### config.mk
export PLATFORM = sky130hd
export DESIGN_NAME = uart_axil_program_loader_flat
export DESIGN_NICKNAME = d
export VERILOG_FILES = /design/src/rtl/uart_axil_program_loader_pkg.sv /design/src/rtl/axil_interface_if.sv /design/src/rtl/uart_axil_program_loader_packer.sv /design/src/rtl/uart_axil_program_loader.sv /design/src/flat_wrapper.sv
export SDC_FILE = /design/constraint.sdc
export NUM_CORES = 1
export LEC_CHECK = 0
export CORE_ASPECT_RATIO = 0.9
export CORE_UTILIZATION = 35
export DETAILED_ROUTE_END_ITERATION = 10
export GPL_TIMING_DRIVEN = 0
export PLACE_DENSITY = 0.54
export SLEW_MARGIN = 20
export SYNTH_ARGS = -nofsm -noshare
export SYNTH_HDL_FRONTEND = slang
export SYNTH_HIERARCHICAL = 1
export SYNTH_SLANG_ARGS = --single-unit
### constraint.sdc
create_clock -name clk -period 17.1 [get_ports clk]
set_input_delay 1.71 -clock clk [delete_from_list [all_inputs] [get_ports clk]]
set_output_delay 1.71 -clock clk [all_outputs]
set_load 0.005 [all_outputs]
### src/rtl/uart_axil_program_loader_pkg.sv
// Shared types and constants for the UART-to-memory program loader.
// Holds the FSM state enum and the fixed protocol constants used by the loader.
package loader_types;

    typedef enum logic [2:0] {
        ST_IDLE,
        ST_AR,
        ST_R,
        ST_PROCESS,
        ST_AW_W,
        ST_B,
        ST_DONE,
        ST_ERROR
    } loader_state_e;

    localparam int RX_VALID_BIT = 8;
    localparam int HEADER_BYTES = 4;
    localparam logic [1:0] OKAY = 2'b00;

endpackage

### src/rtl/axil_interface_if.sv
// AXI4-lite bundle with initiator-side modports for the read and write channels.
interface axil_interface_if #(
    parameter int ADDR_W = 64,
    parameter int DATA_W = 64
);
    logic                  awvalid;
    logic                  awready;
    logic [ADDR_W-1:0]     awaddr;
    logic                  wvalid;
    logic                  wready;
    logic [DATA_W-1:0]     wdata;
    logic [DATA_W/8-1:0]   wstrb;
    logic                  bvalid;
    logic                  bready;
    logic [1:0]            bresp;
    logic                  arvalid;
    logic                  arready;
    logic [ADDR_W-1:0]     araddr;
    logic                  rvalid;
    logic                  rready;
    logic [DATA_W-1:0]     rdata;
    logic [1:0]            rresp;

    modport rd_mst (
        output arvalid, araddr, rready,
        input  arready, rvalid, rdata, rresp
    );

    modport wr_mst (
        output awvalid, awaddr, wvalid, wdata, wstrb, bready,
        input  awready, wready, bvalid, bresp
    );
endinterface

### src/rtl/uart_axil_program_loader_packer.sv
// Collects bytes into the lanes of a 64-bit word and tracks which lanes hold data.
// Clear has priority so a flush and a fresh start both leave unfilled lanes at zero.
module byte_to_word_packer (
    input  logic        clk,
    input  logic        rst,
    input  logic        clear,
    input  logic        load,
    input  logic [2:0]  lane,
    input  logic [7:0]  din,
    output logic [63:0] data,
    output logic [7:0]  strb
);
    genvar gi;
    generate
        for (gi = 0; gi < 8; gi++) begin : g_lane
            logic [7:0] lane_reg;
            logic       strb_reg;

            always_ff @(posedge clk or posedge rst) begin
                if (rst) begin
                    lane_reg <= 8'h00;
                    strb_reg <= 1'b0;
                end else if (clear) begin
                    lane_reg <= 8'h00;
                    strb_reg <= 1'b0;
                end else if (load && (lane == 3'(gi))) begin
                    lane_reg <= din;
                    strb_reg <= 1'b1;
                end
            end

            assign data[gi*8 +: 8] = lane_reg;
            assign strb[gi]        = strb_reg;
        end
    endgenerate
endmodule

### src/rtl/uart_axil_program_loader.sv
// Boot-path AXI4-lite initiator: polls the UART RX register for a length-prefixed
// image and writes it to memory as 64-bit words, one outstanding transaction at a time.
module uart_axil_program_loader
    import loader_types::*;
#(
    parameter logic [63:0] UART_RX_ADDR = 64'h1000_0000,
    parameter logic [63:0] LOAD_BASE    = 64'h0000_0000,
    parameter logic [31:0] MAX_BYTES    = 32'd65536
) (
    input  logic             clk,
    input  logic             rst,
    input  logic             start,
    axil_interface_if.rd_mst uart_rd,
    axil_interface_if.wr_mst mem_wr,
    output logic             busy,
    output logic             done,
    output logic             error,
    output logic [31:0]      bytes_loaded
);
    loader_state_e state_reg;
    logic [2:0]    hdr_cnt_reg;
    logic [31:0]   len_reg;
    logic [31:0]   pay_idx_reg;
    logic [7:0]    byte_reg;
    logic [63:0]   word_addr_reg;
    logic          arvalid_reg, rready_reg, awvalid_reg, wvalid_reg, bready_reg;
    logic [63:0]   araddr_reg, awaddr_reg;
    logic          busy_reg, done_reg, error_reg;
    logic [31:0]   bytes_loaded_reg;

    logic          start_ok, pk_clear, pk_load;
    logic [31:0]   len_assembled;
    logic [63:0]   pk_data;
    logic [7:0]    pk_strb;
    logic          unused_rdata;

    assign start_ok = start && (state_reg == ST_IDLE || state_reg == ST_DONE ||
                                state_reg == ST_ERROR);
    assign pk_clear = start_ok ||
                      (state_reg == ST_B && mem_wr.bvalid && mem_wr.bresp == OKAY);
    assign pk_load  = (state_reg == ST_PROCESS) && (hdr_cnt_reg == 3'(HEADER_BYTES));
    // Length arrives little-endian; len_reg is zeroed at start so OR-insertion is safe.
    assign len_assembled = len_reg | (32'(byte_reg) << {hdr_cnt_reg[1:0], 3'b000});
    assign unused_rdata  = ^{uart_rd.rdata[63:RX_VALID_BIT+1]};

    byte_to_word_packer u_packer (
        .clk   (clk),
        .rst   (rst),
        .clear (pk_clear),
        .load  (pk_load),
        .lane  (pay_idx_reg[2:0]),
        .din   (byte_reg),
        .data  (pk_data),
        .strb  (pk_strb)
    );

    always_ff @(posedge clk or posedge rst) begin
        if (rst) begin
            state_reg        <= ST_IDLE;
            hdr_cnt_reg      <= 3'd0;
            len_reg          <= 32'd0;
            pay_idx_reg      <= 32'd0;
            byte_reg         <= 8'h00;
            word_addr_reg    <= 64'd0;
            arvalid_reg      <= 1'b0;
            rready_reg       <= 1'b0;
            awvalid_reg      <= 1'b0;
            wvalid_reg       <= 1'b0;
            bready_reg       <= 1'b0;
            araddr_reg       <= 64'd0;
            awaddr_reg       <= 64'd0;
            busy_reg         <= 1'b0;
            done_reg         <= 1'b0;
            error_reg        <= 1'b0;
            bytes_loaded_reg <= 32'd0;
        end else begin
            case (state_reg)
                ST_IDLE, ST_DONE, ST_ERROR: begin
                    if (start_ok) begin
                        hdr_cnt_reg      <= 3'd0;
                        len_reg          <= 32'd0;
                        pay_idx_reg      <= 32'd0;
                        word_addr_reg    <= LOAD_BASE;
                        bytes_loaded_reg <= 32'd0;
                        done_reg         <= 1'b0;
                        error_reg        <= 1'b0;
                        busy_reg         <= 1'b1;
                        araddr_reg       <= UART_RX_ADDR;
                        arvalid_reg      <= 1'b1;
                        state_reg        <= ST_AR;
                    end
                end
                ST_AR: begin
                    if (uart_rd.arready) begin
                        arvalid_reg <= 1'b0;
                        rready_reg  <= 1'b1;
                        state_reg   <= ST_R;
                    end
                end
                ST_R: begin
                    if (uart_rd.rvalid) begin
                        rready_reg <= 1'b0;
                        byte_reg   <= uart_rd.rdata[7:0];
                        if (uart_rd.rresp != OKAY) begin
                            busy_reg  <= 1'b0;
                            error_reg <= 1'b1;
                            state_reg <= ST_ERROR;
                        end else if (!uart_rd.rdata[RX_VALID_BIT]) begin
                            arvalid_reg <= 1'b1;
                            state_reg   <= ST_AR;
                        end else begin
                            state_reg <= ST_PROCESS;
                        end
                    end
                end
                ST_PROCESS: begin
                    if (hdr_cnt_reg != 3'(HEADER_BYTES)) begin
                        len_reg     <= len_assembled;
                        hdr_cnt_reg <= hdr_cnt_reg + 3'd1;
                        if (hdr_cnt_reg == 3'(HEADER_BYTES - 1) && len_assembled == 32'd0) begin
                            busy_reg  <= 1'b0;
                            done_reg  <= 1'b1;
                            state_reg <= ST_DONE;
                        end else if (hdr_cnt_reg == 3'(HEADER_BYTES - 1) &&
                                     len_assembled > MAX_BYTES) begin
                            busy_reg  <= 1'b0;
                            error_reg <= 1'b1;
                            state_reg <= ST_ERROR;
                        end else begin
                            arvalid_reg <= 1'b1;
                            state_reg   <= ST_AR;
                        end
                    end else begin
                        pay_idx_reg <= pay_idx_reg + 32'd1;
                        if (pay_idx_reg[2:0] == 3'd7 || pay_idx_reg + 32'd1 == len_reg) begin
                            awaddr_reg  <= word_addr_reg;
                            awvalid_reg <= 1'b1;
                            wvalid_reg  <= 1'b1;
                            state_reg   <= ST_AW_W;
                        end else begin
                            arvalid_reg <= 1'b1;
                            state_reg   <= ST_AR;
                        end
                    end
                end
                ST_AW_W: begin
                    if (mem_wr.awready) awvalid_reg <= 1'b0;
                    if (mem_wr.wready)  wvalid_reg  <= 1'b0;
                    if ((!awvalid_reg || mem_wr.awready) && (!wvalid_reg || mem_wr.wready)) begin
                        bready_reg <= 1'b1;
                        state_reg  <= ST_B;
                    end
                end
                ST_B: begin
                    if (mem_wr.bvalid) begin
                        bready_reg <= 1'b0;
                        if (mem_wr.bresp != OKAY) begin
                            busy_reg  <= 1'b0;
                            error_reg <= 1'b1;
                            state_reg <= ST_ERROR;
                        end else begin
                            // Every packed byte is now committed, so the payload index is the count.
                            bytes_loaded_reg <= pay_idx_reg;
                            word_addr_reg    <= word_addr_reg + 64'd8;
                            if (pay_idx_reg == len_reg) begin
                                busy_reg  <= 1'b0;
                                done_reg  <= 1'b1;
                                state_reg <= ST_DONE;
                            end else begin
                                arvalid_reg <= 1'b1;
                                state_reg   <= ST_AR;
                            end
                        end
                    end
                end
                default: state_reg <= ST_IDLE;
            endcase
        end
    end

    assign uart_rd.arvalid = arvalid_reg;
    assign uart_rd.araddr  = araddr_reg;
    assign uart_rd.rready  = rready_reg;
    assign mem_wr.awvalid  = awvalid_reg;
    assign mem_wr.awaddr   = awaddr_reg;
    assign mem_wr.wvalid   = wvalid_reg;
    assign mem_wr.wdata    = pk_data;
    assign mem_wr.wstrb    = pk_strb;
    assign mem_wr.bready   = bready_reg;
    assign busy            = busy_reg;
    assign done            = done_reg;
    assign error           = error_reg;
    assign bytes_loaded    = bytes_loaded_reg;
endmodule
### src/flat_wrapper.sv
// flat-port wrapper written by rule: the top's interface ports become plain ports
module uart_axil_program_loader_flat import loader_types::*;
#(
    parameter logic [63:0] UART_RX_ADDR = 64'h1000_0000,
    parameter logic [63:0] LOAD_BASE    = 64'h0000_0000,
    parameter logic [31:0] MAX_BYTES    = 32'd65536
)
  (clk, rst, start, busy, done, error, bytes_loaded, uart_rd_arvalid, uart_rd_araddr, uart_rd_rready, uart_rd_arready, uart_rd_rvalid, uart_rd_rdata, uart_rd_rresp, mem_wr_awvalid, mem_wr_awaddr, mem_wr_wvalid, mem_wr_wdata, mem_wr_wstrb, mem_wr_bready, mem_wr_awready, mem_wr_wready, mem_wr_bvalid, mem_wr_bresp);
  axil_interface_if uart_rd_i ();
  axil_interface_if mem_wr_i ();
  input  logic clk;
  input  logic rst;
  input  logic start;
  output logic busy;
  output logic done;
  output logic error;
  output logic [31:0] bytes_loaded;
  output wire logic [$bits(uart_rd_i.arvalid)-1:0] uart_rd_arvalid;
  output wire logic [$bits(uart_rd_i.araddr)-1:0] uart_rd_araddr;
  output wire logic [$bits(uart_rd_i.rready)-1:0] uart_rd_rready;
  input wire logic [$bits(uart_rd_i.arready)-1:0] uart_rd_arready;
  input wire logic [$bits(uart_rd_i.rvalid)-1:0] uart_rd_rvalid;
  input wire logic [$bits(uart_rd_i.rdata)-1:0] uart_rd_rdata;
  input wire logic [$bits(uart_rd_i.rresp)-1:0] uart_rd_rresp;
  output wire logic [$bits(mem_wr_i.awvalid)-1:0] mem_wr_awvalid;
  output wire logic [$bits(mem_wr_i.awaddr)-1:0] mem_wr_awaddr;
  output wire logic [$bits(mem_wr_i.wvalid)-1:0] mem_wr_wvalid;
  output wire logic [$bits(mem_wr_i.wdata)-1:0] mem_wr_wdata;
  output wire logic [$bits(mem_wr_i.wstrb)-1:0] mem_wr_wstrb;
  output wire logic [$bits(mem_wr_i.bready)-1:0] mem_wr_bready;
  input wire logic [$bits(mem_wr_i.awready)-1:0] mem_wr_awready;
  input wire logic [$bits(mem_wr_i.wready)-1:0] mem_wr_wready;
  input wire logic [$bits(mem_wr_i.bvalid)-1:0] mem_wr_bvalid;
  input wire logic [$bits(mem_wr_i.bresp)-1:0] mem_wr_bresp;
  assign uart_rd_arvalid = uart_rd_i.arvalid;
  assign uart_rd_araddr = uart_rd_i.araddr;
  assign uart_rd_rready = uart_rd_i.rready;
  assign uart_rd_i.arready = uart_rd_arready;
  assign uart_rd_i.rvalid = uart_rd_rvalid;
  assign uart_rd_i.rdata = uart_rd_rdata;
  assign uart_rd_i.rresp = uart_rd_rresp;
  assign mem_wr_awvalid = mem_wr_i.awvalid;
  assign mem_wr_awaddr = mem_wr_i.awaddr;
  assign mem_wr_wvalid = mem_wr_i.wvalid;
  assign mem_wr_wdata = mem_wr_i.wdata;
  assign mem_wr_wstrb = mem_wr_i.wstrb;
  assign mem_wr_bready = mem_wr_i.bready;
  assign mem_wr_i.awready = mem_wr_awready;
  assign mem_wr_i.wready = mem_wr_wready;
  assign mem_wr_i.bvalid = mem_wr_bvalid;
  assign mem_wr_i.bresp = mem_wr_bresp;
  uart_axil_program_loader #(.UART_RX_ADDR(UART_RX_ADDR), .LOAD_BASE(LOAD_BASE), .MAX_BYTES(MAX_BYTES)) u_core (.clk(clk), .rst(rst), .start(start), .uart_rd(uart_rd_i), .mem_wr(mem_wr_i), .busy(busy), .done(done), .error(error), .bytes_loaded(bytes_loaded));
endmodule
[Yosys cells after proc, flatten, opt, wreduce, memory -nomap -nowiden]
Index checks and enable logic that the tools add are counted.
W data, S select, Z words.
Operators by class
  equal/unequal tests: 44
  mux-type cells: 110
  $add $sub $neg: 3
  $mul: 0
  reductions and logical operators: 61
  bitwise logic cells: 2
  magnitude comparators: 1
  shift-type cells: 1
  div/mod/pow operators: 0
Operator list (count)
  $mux W64: 3
  $pmux W32 S2: 3
  $mux W32: 5
  $mux W8: 16
  $pmux W64 S2: 1
  $add A64 B4 Y64 const B: 1
  $eq A32 B32 Y1: 2
  $mux W1: 57
  $mux W3: 14
  $ne A2 B2 Y1 const B: 17
  $add A32 B1 Y32 const B: 1
  $gt A32 B17 Y1 const B: 1
  $logic_not A32 Y1: 1
  $or A32 B32 Y32: 1
  $shl A8 B5 Y32: 1
  $reduce_bool A2 Y1: 15
  $eq A3 B3 Y1 const B: 9
  $ne A3 B3 Y1 const B: 6
  $pmux W3 S6: 1
  $eq A3 B2 Y1 const B: 5
  $logic_and A1 B1 Y1: 15
  $reduce_and A3 Y1: 5
  $reduce_and A12 Y1: 1
  $reduce_and A4 Y1: 3
  other kinds (23): 38
Storage, ports and cells
  bits in latches: 0
  logic and storage cells: 255
  bits of input ports: 76
  flip-flop bits (word level): 319
  memory bits (writable): 0
  ROM bits: 0
  memories kept: 0
  output and inout port bits: 240

[Logic depth before layout (Yosys ltp)]
  depth in word-level cells: 8
  gate-level depth with buffers: 12
  depth with buffers taken out: 9

[Cells and area by module]
The synthesis kept the hierarchy.
Modules (own cells, without submodules)
  uart_axil_program_loader: cells an instance 1630, area each 14606.5 um^2, instances 1, seq. area each 6030.8 um^2
  byte_to_word_packer: cells an instance 271, area each 3263.1 um^2, instances 1, seq. area each 1801.7 um^2

[Least setup slack after synthesis]
OpenSTA, ideal clock, no wires.
  kind: input-to-reg
  start point: input mem_wr_bresp[1]
  end point: register u_core.word_addr_reg[53]
  path buffers: 0
  required time: 16.968 ns
  stages: 7
  data arrival time: 3.643 ns
  path slack: 13.325 ns
  library setup time: 0.132 ns
  cell sequence: nor3b_1 o21ai_0 a2111oi_0 nand2_1 nor4_1 xnor2_1 nor2_1
Between the ends
  longest elaborated chain between the ends: 3
RTL lines
  from (decl): RTL line flat_wrapper.sv:34  | input wire logic [$bits(mem_wr_i.bresp)-1:0] mem_wr_bresp;
  $reduce_bool A2 Y1: RTL line uart_axil_program_loader.sv:157  | if (mem_wr.bresp != OKAY) begin
  $ne A2 B2 Y1 (no source line)
  $reduce_and A4 Y1 (no source line)
  to (signal assigned): RTL line uart_axil_program_loader.sv:164  | word_addr_reg <= word_addr_reg + 64'd8;
  to (decl): RTL line uart_axil_program_loader.sv:25  | logic [63:0] word_addr_reg;
No other way between the ends.
A chain may end at the register's enable or synchronous reset.

[Worst setup path in the final report]
  start point: register u_core.state_reg[2]
  end point: register u_core.u_packer.g_lane[0].lane_reg[1]
Between the ends
  elaborated cells on any way between the ends: 15
  classes of those cells: eq/ne: 4; mux: 1; reduce/logical: 10
RTL lines
  from (decl): RTL line uart_axil_program_loader.sv:20  | loader_state_e state_reg;
  from (signal assigned): RTL line uart_axil_program_loader.sv:59  | state_reg <= ST_IDLE;
  from (signal assigned): RTL line uart_axil_program_loader.sv:90  | state_reg <= ST_AR;
  from (signal assigned): RTL line uart_axil_program_loader.sv:97  | state_reg <= ST_R;
  $eq A3 B2 Y1: RTL line uart_axil_program_loader.sv:41  | assign pk_load = (state_reg == ST_PROCESS) && (hdr_cnt_reg == 3'(HEADER_BYTES));
  $logic_and A1 B1 Y1: RTL line uart_axil_program_loader.sv:41
  named net u_core.pk_load: RTL line uart_axil_program_loader.sv:31  | logic start_ok, pk_clear, pk_load;
  $logic_and A1 B1 Y1: RTL line uart_axil_program_loader_packer.sv:26  | end else if (load && (lane == 3'(gi))) begin
  $reduce_bool A2 Y1 (no source line)
  to (signal assigned): RTL line uart_axil_program_loader_packer.sv:27  | lane_reg <= din;
  to (decl): RTL line uart_axil_program_loader_packer.sv:16  | logic [7:0] lane_reg;
The timed path passes the listed nets, and every way through them passes these cells.

==> results.txt <==
----------------------------------------------------
[Job]
  Max-capacitance violation count ... 0

[Finish]
  Final core utilization ... 0.441
  Max reg flops ... 64
  Final net count ... 2288
  Multi-input gate area ... 0.00888 mm2
  Post-synthesis to final-layout area growth ... 24.3%
  Fillcell total ... approximately 5000
  Post-route cell area ... 0.0222 mm2
  Sequential cell area ... ~0.0078 mm2
  Share of cells above drive strength 1 ... 0.0915
  Number of diodes added for antenna fixing ... 0

[Clocking]
  CTS Buf Count ... 39
  Post-CTS Setup Repair Bufs ... 0
  CTS tree ... done
  Cell at the root of the clock tree ... sky130_fd_sc_hd__clkbuf_16
  Longest Clk Path Bufs ... 3
  Number of sinks on the clock net ... 313
  Number of buffers added to fix hold violations after cts ... 0
  Worst skew pair latency ... 0.57 ns
  Number of levels in the clock H-tree ... 2
  Resized Gates After CTS ... 0
  Clock-pin slew reported for the worst setup and hold paths after clock tree synthesis ... approximately 0.060 ns

[Place]
  Post-DP Area ... 0.0210 mm2
  DP Worst Slack ... between 10 and 15 ns
  IO buf count ... 194
  Half-perimeter wire length after placement ... 43700 um
  Final GP Congestion ... 0.923

[Floorplanning]
  Area of the die ... 0.0520 mm2
  Boundary Pins ... 316
  Initial standard-cell utilization of the core ... 0.355
  Chip height ... 216 um
  X dimension of the die ... approximately 240 um
  Core ar. ... a little over 0.05 mm2
  Number of rows in the core area ... 78

[STA]
  Endpoints failing hold ... 0
  Final worst path period need ... 5.01 ns
  Final sum of negative setup slack ... 0 ns
  Setup-failing EPs final ... 0
  Slew Limit Fails ... 0
  Post-route clock skew ... ~0.027 ns
  Max-slew headroom ... 0.263
  Final worst slack ... 12.09 ns
  Worst slew pin tran ... 1.10 ns
  Fmax achieved ... 0.200 GHz
  Share of the cycle needed by the critical path after routing ... 0.293
  Unrepaired setup endpoints after global routing ... no

[Run status]
  Status ... completed

[Yosys]
  Flip-flop and latch count after synthesis ... 313
  Post-synth cell types ... 73
  Most frequent cells after synthesis ... 313 x sky130_fd_sc_hd__dfrtp_1, 132 x sky130_fd_sc_hd__nand2_1, 130 x sky130_fd_sc_hd__nor2_1, 123 x sky130_fd_sc_hd__clkbuf_1, 82 x sky130_fd_sc_hd__and3_1
  Number of flops mapped to enable cells by yosys ... 0
  Number of instances in the synthesized netlist ... 1901
  Library cell occupying the most area in the post-synthesis netlist ... sky130_fd_sc_hd__dfrtp_1
  Sequential area share after synthesis ... 0.438
  Yosys synthesis warning count ... 6
  Fraction of registers with async set or reset after synthesis ... 1.00
  Top area cells in the synthesized netlist ... sky130_fd_sc_hd__dfrtp_1 44%, sky130_fd_sc_hd__mux2i_1 3.6%, sky130_fd_sc_hd__buf_4 3.4%
  Most instantiated flip-flop cell in the synthesis netlist ... sky130_fd_sc_hd__dfrtp_1
  Mean instance size in the synthesized netlist ... 9.40 um2
  Mapped Area ... 0.0179 mm2
  Share of Yosys cell area claimed by the top area cell type ... 0.438
  Dominant cell by count in the synthesized netlist ... sky130_fd_sc_hd__dfrtp_1

[Critical path]
  Worst-path fanout max ... 10
  Endpoint type of the worst setup path ... flip-flop
  Slowest cell delay on critical path ... 0.73 ns
  Critical setup path kind ... flip-flop to flip-flop
  Depth of the most critical reg-to-reg path ... 11
  Worst Setup Start Kind ... flip-flop
  CP most frequent cell ... sky130_fd_sc_hd__clkbuf_1
  Worst-path cell chain ... nor2b_1, and2_1, clkbuf_1, nand3_1, clkinv_1, clkbuf_1, clkbuf_1, buf_2, or4b_1, buf_2, mux2i_1
  Arrival time of the worst setup path ... about 5.4 ns
  Cell type of the slowest stage on the worst timing path ... sky130_fd_sc_hd__clkbuf_1
  Crit path required time ... ~18 ns

[Global routing]
  Via count of the first global-routing pass ... 15302
  Pin count of the biggest net entering global routing ... 93
  Overall global routing resource usage ... 0.234
  Number of antenna violations at the first check in global routing ... 0
  Global-route wire length before repair ... 94100 um
  Grt ovf ... 0

[Min path]
  Class of the tightest hold or removal check ... flip-flop to flip-flop
  Number of cells on the worst hold path ... 1

[Drt]
  Total via count after detailed routing ... 16149
  DRC violations left ... 0
  Avg WL per Cell ... 21.3 um
  Via count normalized by instance count ... 5.55
  Detailed-routing iteration count for the pre-antenna-repair pass ... 7
  Detailed-route wire length ... 61900 um
  Residual antenna-violating net count after detailed routing ... 0
  Drt first-iter violations ... 1348

[Power]
  Power per standard cell area ... 124 mW/mm2
  Worst voltage drop across the vdd grid ... a little over 0.07 mV
  Leakage Power ... around 9.7 nW

----------------------------------------------------
## critical path, delay by kind of cell (launching register included)
family                 cells  cell delay, ns
muxes                      1            0.12
and+or+nand+nor            4            1.66
DFF                        1            0.43
buffers and inverters      6            2.63
## layer usage
metal / wire, um / up-vias / global-route usage
met5: 0 / - / 0
met4: 1620 / 0 / 0.0699
met3: 4700 / 95 / 0.0460
met2: 26400 / 645 / 0.337
met1: 29300 / 7992 / 0.351
li1: - / 7417 / -
## layout make-up
class / count / share of cell area
Multi-Input combinational cell: 1380 / 0.400
Sequential cell: 313 / 0.353
Timing Repair Buffer: 199 / 0.0918
Buffer: 246 / 0.0594
Clock buffer: 51 / 0.0487
Tap cell: 680 / 0.0383
Inverter: 27 / 0.00501
Clock inverter: 13 / 0.00451
## per-stage QoR
step	cells	hold slack [ns]	power (mW)
after floorplan	1966	0.459	1.53
after global placement	2840	0.451	1.92
after detailed placement	2845	0.457	1.95
after CTS	2909	0.475	2.75
after global routing	2909	0.515	2.88
final	2909	0.478	2.75
## cell families (layout without fill, tap and decap cells)
kind of cell	after synthesis	count (layout)	synth area share
flops	313	313	0.438
buf+inv	273	536	0.0795
compound gates	414	414	0.168
simple gates	724	724	0.221
other cells	1	66	0.000210
fa+ha+maj	6	6	0.00420
mux	72	72	0.0408
xor+xnor	98	98	0.0480
## power breakdown
group	internal, mW	total (mW)	leakage [nW]	switching (mW)
Combinational	0.304	1.04	4.86	0.735
Clock	0.458	0.791	0.589	0.333
Sequential	0.812	0.924	4.21	0.112
## final timing paths
kind	start	end	slack (ns)
worst max-delay path	u_core/state_reg[2]	u_core/u_packer/g_lane[0].lane_reg[1]	12.09
worst min-delay path	u_core/uart_rd.araddr[28]	u_core/uart_rd.araddr[28]	0.48
worst max register to register	u_core/state_reg[2]	u_core/u_packer/g_lane[0].lane_reg[1]	12.09
worst min register to register	u_core/uart_rd.araddr[28]	u_core/uart_rd.araddr[28]	0.48
max in group asynchronous	rst	u_core/pay_idx_reg[27]	14.52
min in group asynchronous	rst	u_core/u_packer/g_lane[6].strb_reg	1.72
## layout by cell type (no fill, tap or decap), drive strengths merged, types with 61 or more instances in the layout
cell	count
and3	82
nand2b	78
o311ai	63
conb	66
clkdlybuf4s50	194
nor2	130
a221oi	61
nand2	133
mux2i	65
a21oi	68
xnor2	61
clkbuf	174
buf	128
dfrtp	313
o31ai	72
nor2b	67
No activity file was read; power rests on OpenSTA's default activity.
